[config.mk]
export PLATFORM = sky130hd
export DESIGN_NAME = compound_accumulator
export DESIGN_NICKNAME = d
export VERILOG_FILES = /design/src/rtl/compound_accumulator.sv
export SDC_FILE = /design/constraint.sdc
export NUM_CORES = 1
export LEC_CHECK = 0
export CORE_MARGIN = 1
export CORE_UTILIZATION = 65
export CTS_CLUSTER_SIZE = 20
export DETAILED_ROUTE_END_ITERATION = 6
export MAX_ROUTING_LAYER = met4
export PLACE_DENSITY = 0.87
export SYNTH_ARGS = -nofsm -noshare
export SYNTH_HDL_FRONTEND = slang
export SYNTH_SLANG_ARGS = --single-unit
export TNS_END_PERCENT = 1
[constraint.sdc]
create_clock -name clk -period 4.8 [get_ports clk]
set_clock_uncertainty 0.1 [all_clocks]
set_input_delay 0.48 -clock clk [delete_from_list [all_inputs] [get_ports clk]]
set_output_delay 0.48 -clock clk [all_outputs]
set_load 0.005 [all_outputs]
[src/rtl/compound_accumulator.sv]
// Accumulator with compound-assignment opcodes; multiply is an iterative
// shift-add over WIDTH cycles, all other ops complete in the accept cycle.
module compound_accumulator #(
  parameter int WIDTH = 8
) (
  input  logic             clk,
  input  logic             rst_n,
  input  logic             in_valid,
  output logic             in_ready,
  input  logic [3:0]       op,
  input  logic [WIDTH-1:0] operand,
  output logic             out_valid,
  input  logic             out_ready,
  output logic [WIDTH-1:0] acc_out,
  output logic             err,
  output logic [1:0]       dbg_state
);

  // Handshake: a command transfers on a rising edge with in_valid && in_ready;
  // a result transfers on a rising edge with out_valid && out_ready. Neither
  // valid may depend combinationally on the corresponding ready.

  localparam int CNT_W = (WIDTH > 1) ? $clog2(WIDTH) : 1;

  typedef enum logic [1:0] {
    IDLE = 2'd0,
    MUL  = 2'd1,
    DONE = 2'd2
  } state_t;

  state_t             state;
  logic [WIDTH-1:0]   acc;
  logic [WIDTH-1:0]   mul_a;
  logic [WIDTH-1:0]   mul_b;
  logic [WIDTH-1:0]   prod;
  logic [CNT_W-1:0]   cnt;

  logic [WIDTH-1:0]   alu;
  logic               illegal;
  logic               big_shift;
  logic [WIDTH-1:0]   prod_next;
  logic               mul_last;

  assign acc_out   = acc;
  assign dbg_state = state;

  // Shift amounts at or beyond the width saturate rather than wrap.
  assign big_shift = (32'(operand) >= 32'(WIDTH));
  assign prod_next = prod + (mul_b[0] ? mul_a : '0);
  assign mul_last  = (cnt == CNT_W'(WIDTH - 1));

  always_comb begin
    alu     = acc;
    illegal = 1'b0;
    case (op)
      4'd0:  alu = acc + operand;
      4'd1:  alu = acc - operand;
      4'd3:  alu = acc & operand;
      4'd4:  alu = acc | operand;
      4'd5:  alu = acc ^ operand;
      4'd6:  alu = big_shift ? '0 : (acc << operand);
      4'd7:  alu = big_shift ? '0 : (acc >> operand);
      4'd8:  alu = big_shift ? '0 : (acc <<< operand);
      4'd9:  alu = big_shift ? {WIDTH{acc[WIDTH-1]}}
                             : $unsigned($signed(acc) >>> operand);
      4'd10: alu = operand;
      4'd2:  alu = acc;
      default: illegal = 1'b1;
    endcase
  end

  always_ff @(posedge clk or negedge rst_n) begin
    if (!rst_n) begin
      state     <= IDLE;
      acc       <= '0;
      in_ready  <= 1'b0;
      out_valid <= 1'b0;
      err       <= 1'b0;
      mul_a     <= '0;
      mul_b     <= '0;
      prod      <= '0;
      cnt       <= '0;
    end else begin
      case (state)
        IDLE: begin
          if (in_valid && in_ready) begin
            in_ready <= 1'b0;
            if (op == 4'd2) begin
              state <= MUL;
              mul_a <= acc;
              mul_b <= operand;
              prod  <= '0;
              cnt   <= '0;
            end else begin
              state     <= DONE;
              out_valid <= 1'b1;
              err       <= illegal;
              if (!illegal) acc <= alu;
            end
          end else begin
            in_ready <= 1'b1;
          end
        end
        MUL: begin
          prod  <= prod_next;
          mul_a <= mul_a << 1;
          mul_b <= mul_b >> 1;
          cnt   <= cnt + 1'b1;
          if (mul_last) begin
            acc       <= prod_next;
            state     <= DONE;
            out_valid <= 1'b1;
            err       <= 1'b0;
          end
        end
        DONE: begin
          if (out_ready) begin
            state     <= IDLE;
            out_valid <= 1'b0;
            err       <= 1'b0;
            in_ready  <= 1'b1;
          end
        end
        default: begin
          state     <= IDLE;
          out_valid <= 1'b0;
          err       <= 1'b0;
          in_ready  <= 1'b0;
        end
      endcase
    end
  end

endmodule
==> impl_metrics.json, run 1 <==
{
  "critPathMaxFanout": 24,
  "critPathSlowestCell": "fa_1",
  "die_h_um": 82.32,
  "start_kind": "input port",
  "fin_nets": 572,
  "status": "completed",
  "cts_tree": "yes",
  "irDropWorstVdd_mv": 0.4092,
  "via_per_inst": 7.018,
  "cts_setup_buffers": 0,
  "synthCells": 511,
  "synth_nets": 562,
  "clock_latency_ns": 0.29,
  "die_w_um": 82.32,
  "post-route-period-util_pct": 73.34,
  "numCtsBuffers": 5,
  "cp.required_ns": 4.89,
  "fp-row-count": 28,
  "synth_top_area_share_pct": 23.87,
  "ys.flop_type": "dfrtp_1",
  "rrSetupSlack_ns": 1.88,
  "grt_max_degree": 41,
  "dpl_cell_area_sq_um": 4467,
  "cts-htree-levels": 2,
  "yosys.cell_types.count": 80,
  "clockBufferDepth": 2,
  "cp_num_buf_inv": 2,
  "grt_use_total_pct": 41.05,
  "worstPathCellList": "clkdlybuf4s50_1, buf_4, nor2_1, and2_1, mux2i_1, fa_1, a211oi_1, o21bai_1, a21oi_1, xnor2_1, o221a_1, a211o_1",
  "globalplace.congestion": 1.025,
  "synth_edf_count": 0,
  "cp.arrival_ns": 3.61,
  "n_antenna_cell": 0,
  "yosys-top-cells-area": "dfrtp_1 24%, ha_1 9.8%, mux2i_1 6.0%, nand2_1 4.5%, a21oi_1 3.6%",
  "finalHoldViolations": 0,
  "leakage_nw": 1.906,
  "crit_path_start": "op[2]",
  "io-pin-count": 29,
  "power_density_nw_per_um2": 494.7,
  "drv_cap": 0,
  "drtIter0Drc": 551,
  "grt_pass1_vias": 3889,
  "rr_endpoint": "acc_out[6]",
  "avgSynthCellArea_sq_um": 8.205,
  "drc_errors": 0,
  "multi_input_area_sq_um": 2924,
  "start_util_pct": 69.18,
  "fmaxAchievable_ghz": 0.2841,
  "r2r_cells": 8,
  "drtAntennaViolNets": 0,
  "fin_area_sq_um": 4578,
  "crit_type": "in2reg",
  "post_cts_resized": 0,
  "syn-cell-area_sq_um": 4193,
  "die-area_sq_um": 6776,
  "antenna_found_initial": 0,
  "setup_tns_ns": 0,
  "pre_cts_ws_ns": 1.016,
  "setup_viol": 0,
  "rsz0062_at_grt": "no",
  "ys_top_cells_by_count": "50 x nand2_1, 40 x dfrtp_1, 37 x nor2_1, 33 x ha_1, 30 x a21oi_1",
  "drive_gt1_share_pct": 8.812,
  "port_buffers": 28,
  "seq_area_sq_um": 1001,
  "ys_warn_count": 0,
  "firstDrtPassIters": 5,
  "holdBufCountCts": 0,
  "place_hpwl_mm": 9.056,
  "wl_mm": 12.62,
  "async_reset_ff_share_pct": 100.0,
  "cp_top_family": "compound AO/OA/AOI/OAI gates",
  "max_slew_margin_pct": 41.91,
  "routedWlPerCell_um": 21.14,
  "synth_most_common_cell": "nand2_1",
  "timing.final.crit_period_ns": 3.520,
  "ys_seq_area_share_pct": 23.87,
  "drv_slew": 0,
  "max_stage_delay_ns": 0.49,
  "ys_ff_latch": 40,
  "gr-total-overflow": 0,
  "vias": 4190,
  "cts-root-buf": "clkbuf_8",
  "worstMarginPinSlew_ns": 0.8714,
  "grt_pass1_wl_mm": 19.84,
  "hold_class": "in2async",
  "path_clk_slew_ns": 0.08,
  "fin_ws_ns": 1.280,
  "area_growth_pct": 9.191,
  "cp-end-kind": "flop",
  "nFillCells": 458,
  "fp.coreArea_sq_um": 6061,
  "clock-sinks": 40,
  "reg2reg_from": "acc_out[6]",
  "synth_top_area_cell": "dfrtp_1"
}
==> per-stage QoR <==
stage | cells | hold slack, ns | utilization, % | power [mW]
after floorplan | 511 | 0.08441 | - | 1.529
after CTS | 597 | 0.2215 | 75.54 | 2.228
after detailed placement | 589 | 0.3734 | 73.70 | 1.937
after global routing | 597 | 0.2828 | 75.54 | 2.413
after global placement | 589 | 0.3622 | 73.70 | 1.877
final | 597 | 0.1971 | 75.54 | 2.265
==> per-layer routing <==
layer | vias to the layer above | GRT usage [%] | wire, um
met4 | 0 | 20.00 | 541
met3 | 68 | 6.484 | 1154
li1 | 1903 | - | -
met2 | 247 | 63.47 | 5772
met1 | 1972 | 52.40 | 5154
met5 | - | - | 0
==> worst reg2reg max path, cell delays in order (launching register included) <==
cell and delay [ns]:
dfrtp_1 0.65, inv_1 0.23, ha_1 0.33, a21oi_1 0.15, a31oi_1 0.05, a2111oi_0 0.50
nand3_1 0.23, o221a_1 0.29, a211o_1 0.27
==> where the power goes <==
part,switching (mW),internal [mW],total [mW]
logic,0.653,0.595,1.25
registers,0.251,0.492,0.743
clock network,0.120,0.154,0.274
==> registers in the layout, indices dropped and copies added, names as in the netlist, 2 cells and up <==
signal / cells
acc_out: 8
mul_a: 8
mul_b: 8
prod: 8
cnt: 3
dbg_state: 2
==> area by class of cell <==
class	instances	share of cell area [%]
clock buffers	5	1.503
repair buffers	39	7.816
clock inverters	3	0.9292
multi-input cells	411	63.87
flip-flops and latches	40	21.86
inverters	24	1.968
well taps	75	2.050
==> worst max-delay path by stage <==
| stage | slack [ns] | cells after the start | to |
|---|---|---|---|
| final | 1.28 | 12 | acc_out[6] |
| after global routing | 1.05 | 12 | acc_out[6] |
| after CTS | 1.31 | 12 | acc_out[6] |
| after detailed placement | 1.02 | 12 | acc_out[6] |
| after global placement | 1.11 | 12 | acc_out[6] |
| after floorplan | 1.60 | 13 | acc_out[6] |
==> cell families (layout without fill, tap and decap cells) <==
family / Yosys count / after routing / share of synthesized area [%]
flops: 40 / 40 / 23.87
simple gates: 166 / 166 / 20.68
xor+xnor: 16 / 16 / 3.342
buf+inv: 60 / 71 / 6.565
compound gates: 162 / 162 / 25.81
fa+ha+maj: 35 / 35 / 10.80
mux: 32 / 32 / 8.923
==> cells in the final DEF (no fill, tap or decap), types with 23 or more instances in the layout <==
master           synthesis  final
mux2i_1                 25     25
ha_1                    33     33
nor2_1                  37     37
dfrtp_1                 40     40
o21ai_0                 25     25
a21oi_1                 30     30
inv_1                   23     23
clkdlybuf4s50_1          0     27
nand2_1                 50     50
Power figures use the tool's default switching activity.
==> inputs of run 2 (changes only) <==
--- a/config.mk
+++ b/config.mk
@@ -6,11 +6,11 @@
 export NUM_CORES = 1
 export LEC_CHECK = 0
 export CORE_MARGIN = 1
-export CORE_UTILIZATION = 65
+export CORE_UTILIZATION = 61
 export CTS_CLUSTER_SIZE = 20
 export DETAILED_ROUTE_END_ITERATION = 6
 export MAX_ROUTING_LAYER = met4
-export PLACE_DENSITY = 0.87
+export PLACE_DENSITY = 0.82
 export SYNTH_ARGS = -nofsm -noshare
 export SYNTH_HDL_FRONTEND = slang
 export SYNTH_SLANG_ARGS = --single-unit
==> constraint.sdc (replaced) <==
create_clock -name clk -period 3.3 [get_ports clk]
set_clock_uncertainty 0.1 [all_clocks]
set_input_delay 0.33 -clock clk [delete_from_list [all_inputs] [get_ports clk]]
set_output_delay 0.33 -clock clk [all_outputs]
set_load 0.005 [all_outputs]
==> run 2 against run 1 <==
Net effect:
- the run now ends with DRC left
- non-clock buffer count rose by 16
- total power rose by 53%
- utilization fell by 2.4 points
- critical endpoint unchanged
- largest cell class unchanged
==> impl_metrics.json, run 2 (synthesis gave the netlist of run 1 again) <==
{
  "post_cts_resized": 0,
  "stdcell_count": 615,
  "globalplace.congestion": 1.095,
  "start_kind": "input port",
  "fmaxAchievable_ghz": 0.3233,
  "place_hpwl_mm": 9.457,
  "grt_use_total_pct": 38.54,
  "dp_cells": 607,
  "leakage_nw": 2.009,
  "io-pin-count": 29,
  "reg2reg_from": "acc_out[6]",
  "cp.required_ns": 3.39,
  "worstMarginPinSlew_ns": 0.8936,
  "grt_pass1_wl_mm": 21.00,
  "cts_tree": "yes",
  "numCtsBuffers": 5,
  "setup_tns_ns": 0,
  "fin_ws_ns": 0.2068,
  "die-area_sq_um": 7209,
  "violations": "DRC",
  "via_per_inst": 6.896,
  "area_growth_pct": 13.25,
  "dpl_cell_area_sq_um": 4589,
  "post-route-period-util_pct": 93.73,
  "fp.coreArea_sq_um": 6495,
  "cp.arrival_ns": 3.18,
  "power_density_nw_per_um2": 729.6,
  "rrSetupSlack_ns": 0.47,
  "hold_class": "in2async",
  "n_antenna_cell": 0,
  "rsz0062_at_grt": "no",
  "final_util_pct": 73.11,
  "holdWs_ns": 0.05205,
  "setup_viol": 0,
  "die_h_um": 84.91,
  "clock_latency_ns": 0.30,
  "fin_nets": 588,
  "timing.final.crit_period_ns": 3.093,
  "drc_errors": 1,
  "wl_mm": 12.97,
  "fp-row-count": 29,
  "critPathMaxFanout": 5,
  "die_w_um": 84.91,
  "pre_cts_ws_ns": -0.05176,
  "cts-root-buf": "clkbuf_8",
  "drtIter0Drc": 370,
  "routedWlPerCell_um": 21.10,
  "p_total_mw": 3.464,
  "layout_commonest_cell": "nand2_1",
  "firstDrtPassIters": 7,
  "r2r_cells": 8,
  "crit_path_start": "op[2]",
  "cts-htree-levels": 2,
  "max_slew_margin_pct": 40.43,
  "grt_max_degree": 41,
  "cts_setup_buffers": 0,
  "clockBufferDepth": 2,
  "drv_cap": 0,
  "vias": 4241,
  "path_clk_slew_ns": 0.08,
  "holdBufCountCts": 0,
  "grt_pass1_vias": 4070,
  "start_util_pct": 64.55,
  "finalHoldViolations": 0,
  "crit_type": "in2reg",
  "drive_gt1_share_pct": 11.52,
  "layout_common_cells": "50 x nand2_1, 40 x dfrtp_1, 37 x nor2_1",
  "port_buffers": 28,
  "drv_slew": 0,
  "antenna_found_initial": 0,
  "clock-sinks": 40,
  "crit_end": "acc_out[6]",
  "irDropWorstVdd_mv": 0.5125,
  "rr_endpoint": "acc_out[6]",
  "drtAntennaViolNets": 0,
  "status": "finished, violations left",
  "gr-total-overflow": 0,
  "fin_area_sq_um": 4748,
  "cp-end-kind": "flop"
}
run 2: cell types whose count changed in the layout (fill, tap and decap cells not counted), sizes merged:
cell      previous run  this run
bufinv               1         3
clkinvlp             1         0
buf                 12        28
clkinv               1         0
run 2: metal layers:
| metal | GRT usage, % | up-vias | wire length [um] |
|---|---|---|---|
| li1 | - | 1934 | - |
| met1 | 50.25 | 1980 | 5339 |
| met2 | 59.50 | 269 | 6023 |
| met3 | 6.128 | 58 | 1136 |
| met4 | 17.10 | 0 | 474 |
| met5 | - | - | 0 |
run 2: area by class of cell:
| type | count | area (sq um) |
|---|---|---|
| fill | 497 | 1747 |
| tap | 77 | 96.34 |
| inverter | 24 | 90.09 |
| clock inverter | 3 | 90.09 |
| multi-input combinational | 411 | 2924 |
| sequential | 40 | 1001 |
| clock buffer | 5 | 68.82 |
| timing repair buffer | 55 | 478.0 |
run 2: worst min-delay path by stage:
| stage | depth (start not counted) | startpoint | end | slack (ns) |
|---|---|---|---|---|
| floorplan | 0 | rst_n | acc_out[0] | -0.07 |
| global route | 1 | rst_n | prod[7] | 0.13 |
| finish | 1 | rst_n | prod[7] | 0.05 |
| detailed placement | 2 | mul_b[7] | mul_b[6] | 0.38 |
| CTS | 1 | rst_n | prod[7] | 0.08 |
| global placement | 2 | mul_b[6] | mul_b[5] | 0.36 |
run 2: critical path, cell delays in order:
cell,delay (ns)
clkdlybuf4s50_1,0.41
nor2_1,0.35
and2_1,0.29
mux2i_1,0.15
fa_1,0.49
a211oi_1,0.27
o21bai_1,0.11
a21oi_1,0.18
xnor2_1,0.08
o221a_1,0.24
a211o_1,0.26
run 2: power by group:
part,switching [mW],leakage (nW),internal [mW]
logic,0.982,1.44,0.887
registers,0.312,0.489,0.716
clock network,0.188,0.0784,0.378
total,1.48,2.01,1.98
==> patch 1 (config.mk and constraints of run 2) <==
Register the output `dbg_state` once more, with the module's reset; this adds one clock of latency there. The other outputs are not delayed to match.
--- a/src/rtl/compound_accumulator.sv
+++ b/src/rtl/compound_accumulator.sv
@@ -43,5 +43,11 @@
 
   assign acc_out   = acc;
-  assign dbg_state = state;
+  always_ff @(posedge clk or negedge rst_n) begin
+    if (!rst_n) begin
+      dbg_state <= '0;
+    end else begin
+      dbg_state <= state;
+    end
+  end
 
   // Shift amounts at or beyond the width saturate rather than wrap.
Formal check against the unedited RTL: not equivalent (Yosys sat finds a counterexample within 4 cycles, from zero or initial values and one cycle with rst_n low).
==> patch 1 against run 2 <==
The run still ends with DRC left; area after synthesis shrank 0.42%; final area down 0.13%; power is 8.6% lower; non-clock buffer count rose by 14; wire length up 2.2%; first-iteration DRC count grew 32%; sequential cell count rose by 2; worst setup slack gained 28 ps; utilization fell by 0.096 points; count of clock-buffer cells in the layout unchanged; synthesized cell count up 6.5%; final cell count grew 7.5%; critical path type unchanged.
==> patch 1: results <==
<?xml version="1.0" encoding="UTF-8"?>
<metrics>
  <group name="final_layout">
    <metric name="proportion_of_cell_area_occupied_by_multi_input_gates" unit="%">59.34</metric>
    <metric name="multi_input_combinational_cell_area" unit="µm²">2814</metric>
    <metric name="area_share_nonclk_buffers" unit="%">12.30</metric>
    <metric name="clkCellAreaFrac" unit="%">1.953</metric>
    <metric name="layout.cells.non_filler" unit="">661</metric>
    <metric name="seq-cell-share" unit="%">22.16</metric>
    <metric name="final_net_count" unit="">634</metric>
    <metric name="filler_cell_count" unit="">485</metric>
    <metric name="non_clock_buffer_count" unit="">69</metric>
  </group>
  <group name="power">
    <metric name="ir_worst_vdd" unit="mV">0.6326</metric>
    <metric name="cellLeakagePower" unit="nW">2.129</metric>
  </group>
  <group name="detailed_routing">
    <metric name="detail_route.drc_violations" unit="">6</metric>
    <metric name="first_iter_violations" unit="">490</metric>
    <metric name="met3WireLength" unit="µm">1248</metric>
    <metric name="routed_wl" unit="µm">13250</metric>
  </group>
  <group name="placement">
    <metric name="postPlaceCellArea" unit="µm²">4649</metric>
    <metric name="gp_routability_congestion" unit="">1.050</metric>
    <metric name="post-dp-hpwl" unit="µm">9847</metric>
  </group>
  <group name="global_routing">
    <metric name="grt_pass1_vias" unit="">4151</metric>
    <metric name="grt_start_max_net_pins" unit="">43</metric>
    <metric name="grt_pass1_wl" unit="µm">21110</metric>
    <metric name="global_route.usage.total" unit="%">39.14</metric>
  </group>
  <group name="logic_synthesis">
    <metric name="ys_top_cells_by_count" unit="">sky130_fd_sc_hd__nand2_1, sky130_fd_sc_hd__a21oi_1, sky130_fd_sc_hd__o21ai_0</metric>
    <metric name="synth_fp_nets" unit="">595</metric>
    <metric name="synthTopCellsByArea" unit="">sky130_fd_sc_hd__dfrtp_1, sky130_fd_sc_hd__ha_1, sky130_fd_sc_hd__a21oi_1</metric>
    <metric name="yosysSeqAreaShare" unit="%">25.17</metric>
    <metric name="yosysUniqueCellTypes" unit="">66</metric>
  </group>
  <group name="outcome">
    <metric name="violations" unit="">DRC</metric>
    <metric name="status" unit="">finished with violations</metric>
  </group>
  <group name="clock_tree">
    <metric name="path_clk_slew" unit="ps">100</metric>
  </group>
  <group name="worst_setup_path">
    <metric name="cpMaxStageDelayCell" unit="">sky130_fd_sc_hd__clkdlybuf4s50_1</metric>
  </group>
</metrics>
patch 1: cell types whose count changed after synthesis, moves of 5 or more:
cell / change
sky130_fd_sc_hd__nor4_1: +5
sky130_fd_sc_hd__buf_2: -11
sky130_fd_sc_hd__clkbuf_1: +11
sky130_fd_sc_hd__a21oi_1: +29
sky130_fd_sc_hd__o21ai_0: +25
sky130_fd_sc_hd__nand2_1: +10
sky130_fd_sc_hd__o22ai_1: -6
sky130_fd_sc_hd__mux2i_1: -11
sky130_fd_sc_hd__o21ai_1: -18
sky130_fd_sc_hd__nor2_1: +11
patch 1: kinds of logic (layout without fill, tap and decap cells):
family | count (synthesis) | count (layout) | synth area share, %
compound gates | 178 | 178 | 26.43
xor+xnor | 21 | 21 | 4.735
flops | 42 | 42 | 25.17
mux | 16 | 16 | 3.896
buf+inv | 65 | 105 | 7.492
simple gates | 187 | 187 | 21.43
fa+ha+maj | 35 | 35 | 10.85
patch 1: power breakdown:
part | switching, W | total [W] | internal [W]
combinational | 0.000963 | 0.00178 | 0.000812
clock | 0.000206 | 0.000358 | 0.000151
sequential | 0.000291 | 0.00103 | 0.000741
patch 1: path summary, 6_finish.rpt:
| kind | from | endpoint | slack [ps] | depth (start not counted) |
|---|---|---|---|---|
| setup / recovery | op[0] | acc_out[7] | 240 | 12 |
| hold / removal | rst_n | in_ready | 40 | 1 |
| setup reg to reg | mul_b[0] | acc_out[7] | 300 | 9 |
| hold reg to reg | cnt[0] | cnt[0] | 380 | 1 |
| max in group asynchronous | rst_n | acc_out[0] | 2470 | 1 |
| min in group clk | cnt[0] | cnt[0] | 380 | 1 |
patch 1: per-layer routing:
metal  vias to the layer above  track usage [%]
li1                       2033                -
met1                      2065            52.13
met2                       263            59.72
met3                        42            7.080
met4                         0            14.48
met5                         -                -
==> patch 2 (settings of run 2) <==
Without the edit above. Change the parameter `WIDTH` from 8 to 16.
--- a/src/rtl/compound_accumulator.sv
+++ b/src/rtl/compound_accumulator.sv
@@ -2,5 +2,5 @@
 // shift-add over WIDTH cycles, all other ops complete in the accept cycle.
 module compound_accumulator #(
-  parameter int WIDTH = 8
+  parameter int WIDTH = 16
 ) (
   input  logic             clk,
Interface: changed (resized acc_out and operand); port bits go from 29 to 45. The function was not compared with the original's and may differ.
==> patch 2 against run 2 <==
Sequential cell count up 33; worst setup slack got worse by 77 ps; first-iteration DRC count rose to 3.3 times the old value; global-route usage up 13 points; area after synthesis increased by 89%; clock power increased by 71%; power rose to 2.6 times the old value; hold slack worse by 39 ps; critical endpoint is now acc_out[13]; critical path type is now reg -> reg; via count increased by 120%; die area increased by 86%; fmax is 2.4% lower; largest power group unchanged; wire length rose to 2.6 times the old value; final area increased by 110%; non-clock buffer count grew 138.
==> patch 2: results <==
<?xml version="1.0" encoding="UTF-8"?>
<metrics>
  <group name="worst_setup_path">
    <metric name="cp.arrival" unit="ps">3290</metric>
    <metric name="worstReg2RegEnd" unit="">acc_out[13]</metric>
    <metric name="cpMaxStageDelayCell" unit="">sky130_fd_sc_hd__a2111o_1</metric>
    <metric name="regToRegStartpoint" unit="">mul_b[0]</metric>
    <metric name="reg2regPathDepth" unit="">11</metric>
    <metric name="crit_path_max_incr_delay" unit="ps">470</metric>
    <metric name="path_max_fanout" unit="">16</metric>
  </group>
  <group name="global_routing">
    <metric name="antenna_found_initial" unit="">1</metric>
    <metric name="grt_pass1_vias" unit="">8612</metric>
    <metric name="grt_pass1_wl" unit="µm">49400</metric>
  </group>
  <group name="placement">
    <metric name="gp_routability_congestion" unit="">1.113</metric>
    <metric name="dp.cells" unit="">1316</metric>
    <metric name="post-dp-hpwl" unit="µm">24510</metric>
    <metric name="postPlaceCellArea" unit="µm²">9403</metric>
  </group>
  <group name="power">
    <metric name="power_clock" unit="W">0.000972</metric>
    <metric name="cellLeakagePower" unit="nW">4.367</metric>
    <metric name="power_combinational" unit="W">0.00611</metric>
  </group>
  <group name="logic_synthesis">
    <metric name="synth_compound_area_share" unit="%">29.07</metric>
    <metric name="ys_top_cells_by_count" unit="">sky130_fd_sc_hd__nand2_1, sky130_fd_sc_hd__nor2_1, sky130_fd_sc_hd__dfrtp_1</metric>
    <metric name="synthTopCellsByArea" unit="">sky130_fd_sc_hd__dfrtp_1, sky130_fd_sc_hd__ha_1, sky130_fd_sc_hd__nand2_1</metric>
    <metric name="yosysUniqueCellTypes" unit="">78</metric>
    <metric name="multiplexer_fraction_of_the_synthesized_cell_area" unit="%">5.280</metric>
    <metric name="synth_xor_area_share" unit="%">4.979</metric>
    <metric name="post_synth_fa_ha_maj_area_fraction" unit="%">10.62</metric>
    <metric name="synth_fp_nets" unit="">1116</metric>
  </group>
  <group name="clock_tree">
    <metric name="clk_latency" unit="ps">340</metric>
    <metric name="ctsRootBufferMaster" unit="">sky130_fd_sc_hd__clkbuf_16</metric>
  </group>
  <group name="final_layout">
    <metric name="finish.instance_area" unit="µm²">9918</metric>
    <metric name="num-nonclk-inverters" unit="">41</metric>
    <metric name="area_share_nonclk_buffers" unit="%">16.21</metric>
    <metric name="seq-cell-share" unit="%">18.42</metric>
    <metric name="antenna-diode-count" unit="">1</metric>
  </group>
  <group name="timing">
    <metric name="timing.hold.ws" unit="ps">13.14</metric>
  </group>
  <group name="detailed_routing">
    <metric name="avgRoutedWirePerCell" unit="µm">25.05</metric>
    <metric name="routed_wl" unit="µm">33540</metric>
  </group>
  <group name="outcome">
    <metric name="status" unit="">finished clean</metric>
  </group>
</metrics>
patch 2: cell count changes in the layout (fill, tap and decap cells not counted), sizes merged, moves of 14 or more:
cell	before	now
buf	28	151
xnor2	14	31
a31oi	9	43
nor2	37	114
ha	33	64
nand3	4	19
nand2	51	136
and2	9	23
a21oi	32	66
dfrtp	40	73
inv	24	44
patch 2: what timing repair did:
| action | CTS | global route |
|---|---|---|
| setup buffers | 1 | 5 |
| gates resized for setup | 10 | 38 |
| hold endpoints to repair | 0 | 0 |
| endpoints found under the setup margin | 5 | 10 |
| pin swaps | 4 | 17 |
patch 2: layer usage:
metal | up-vias | track usage, % | part of all wire, %
met3 | 216 | 11.77 | 11
met5 | - | - | 0
met4 | 0 | 32.99 | 8.3
li1 | 4052 | - | -
met2 | 689 | 77.62 | 44
met1 | 4381 | 61.06 | 37
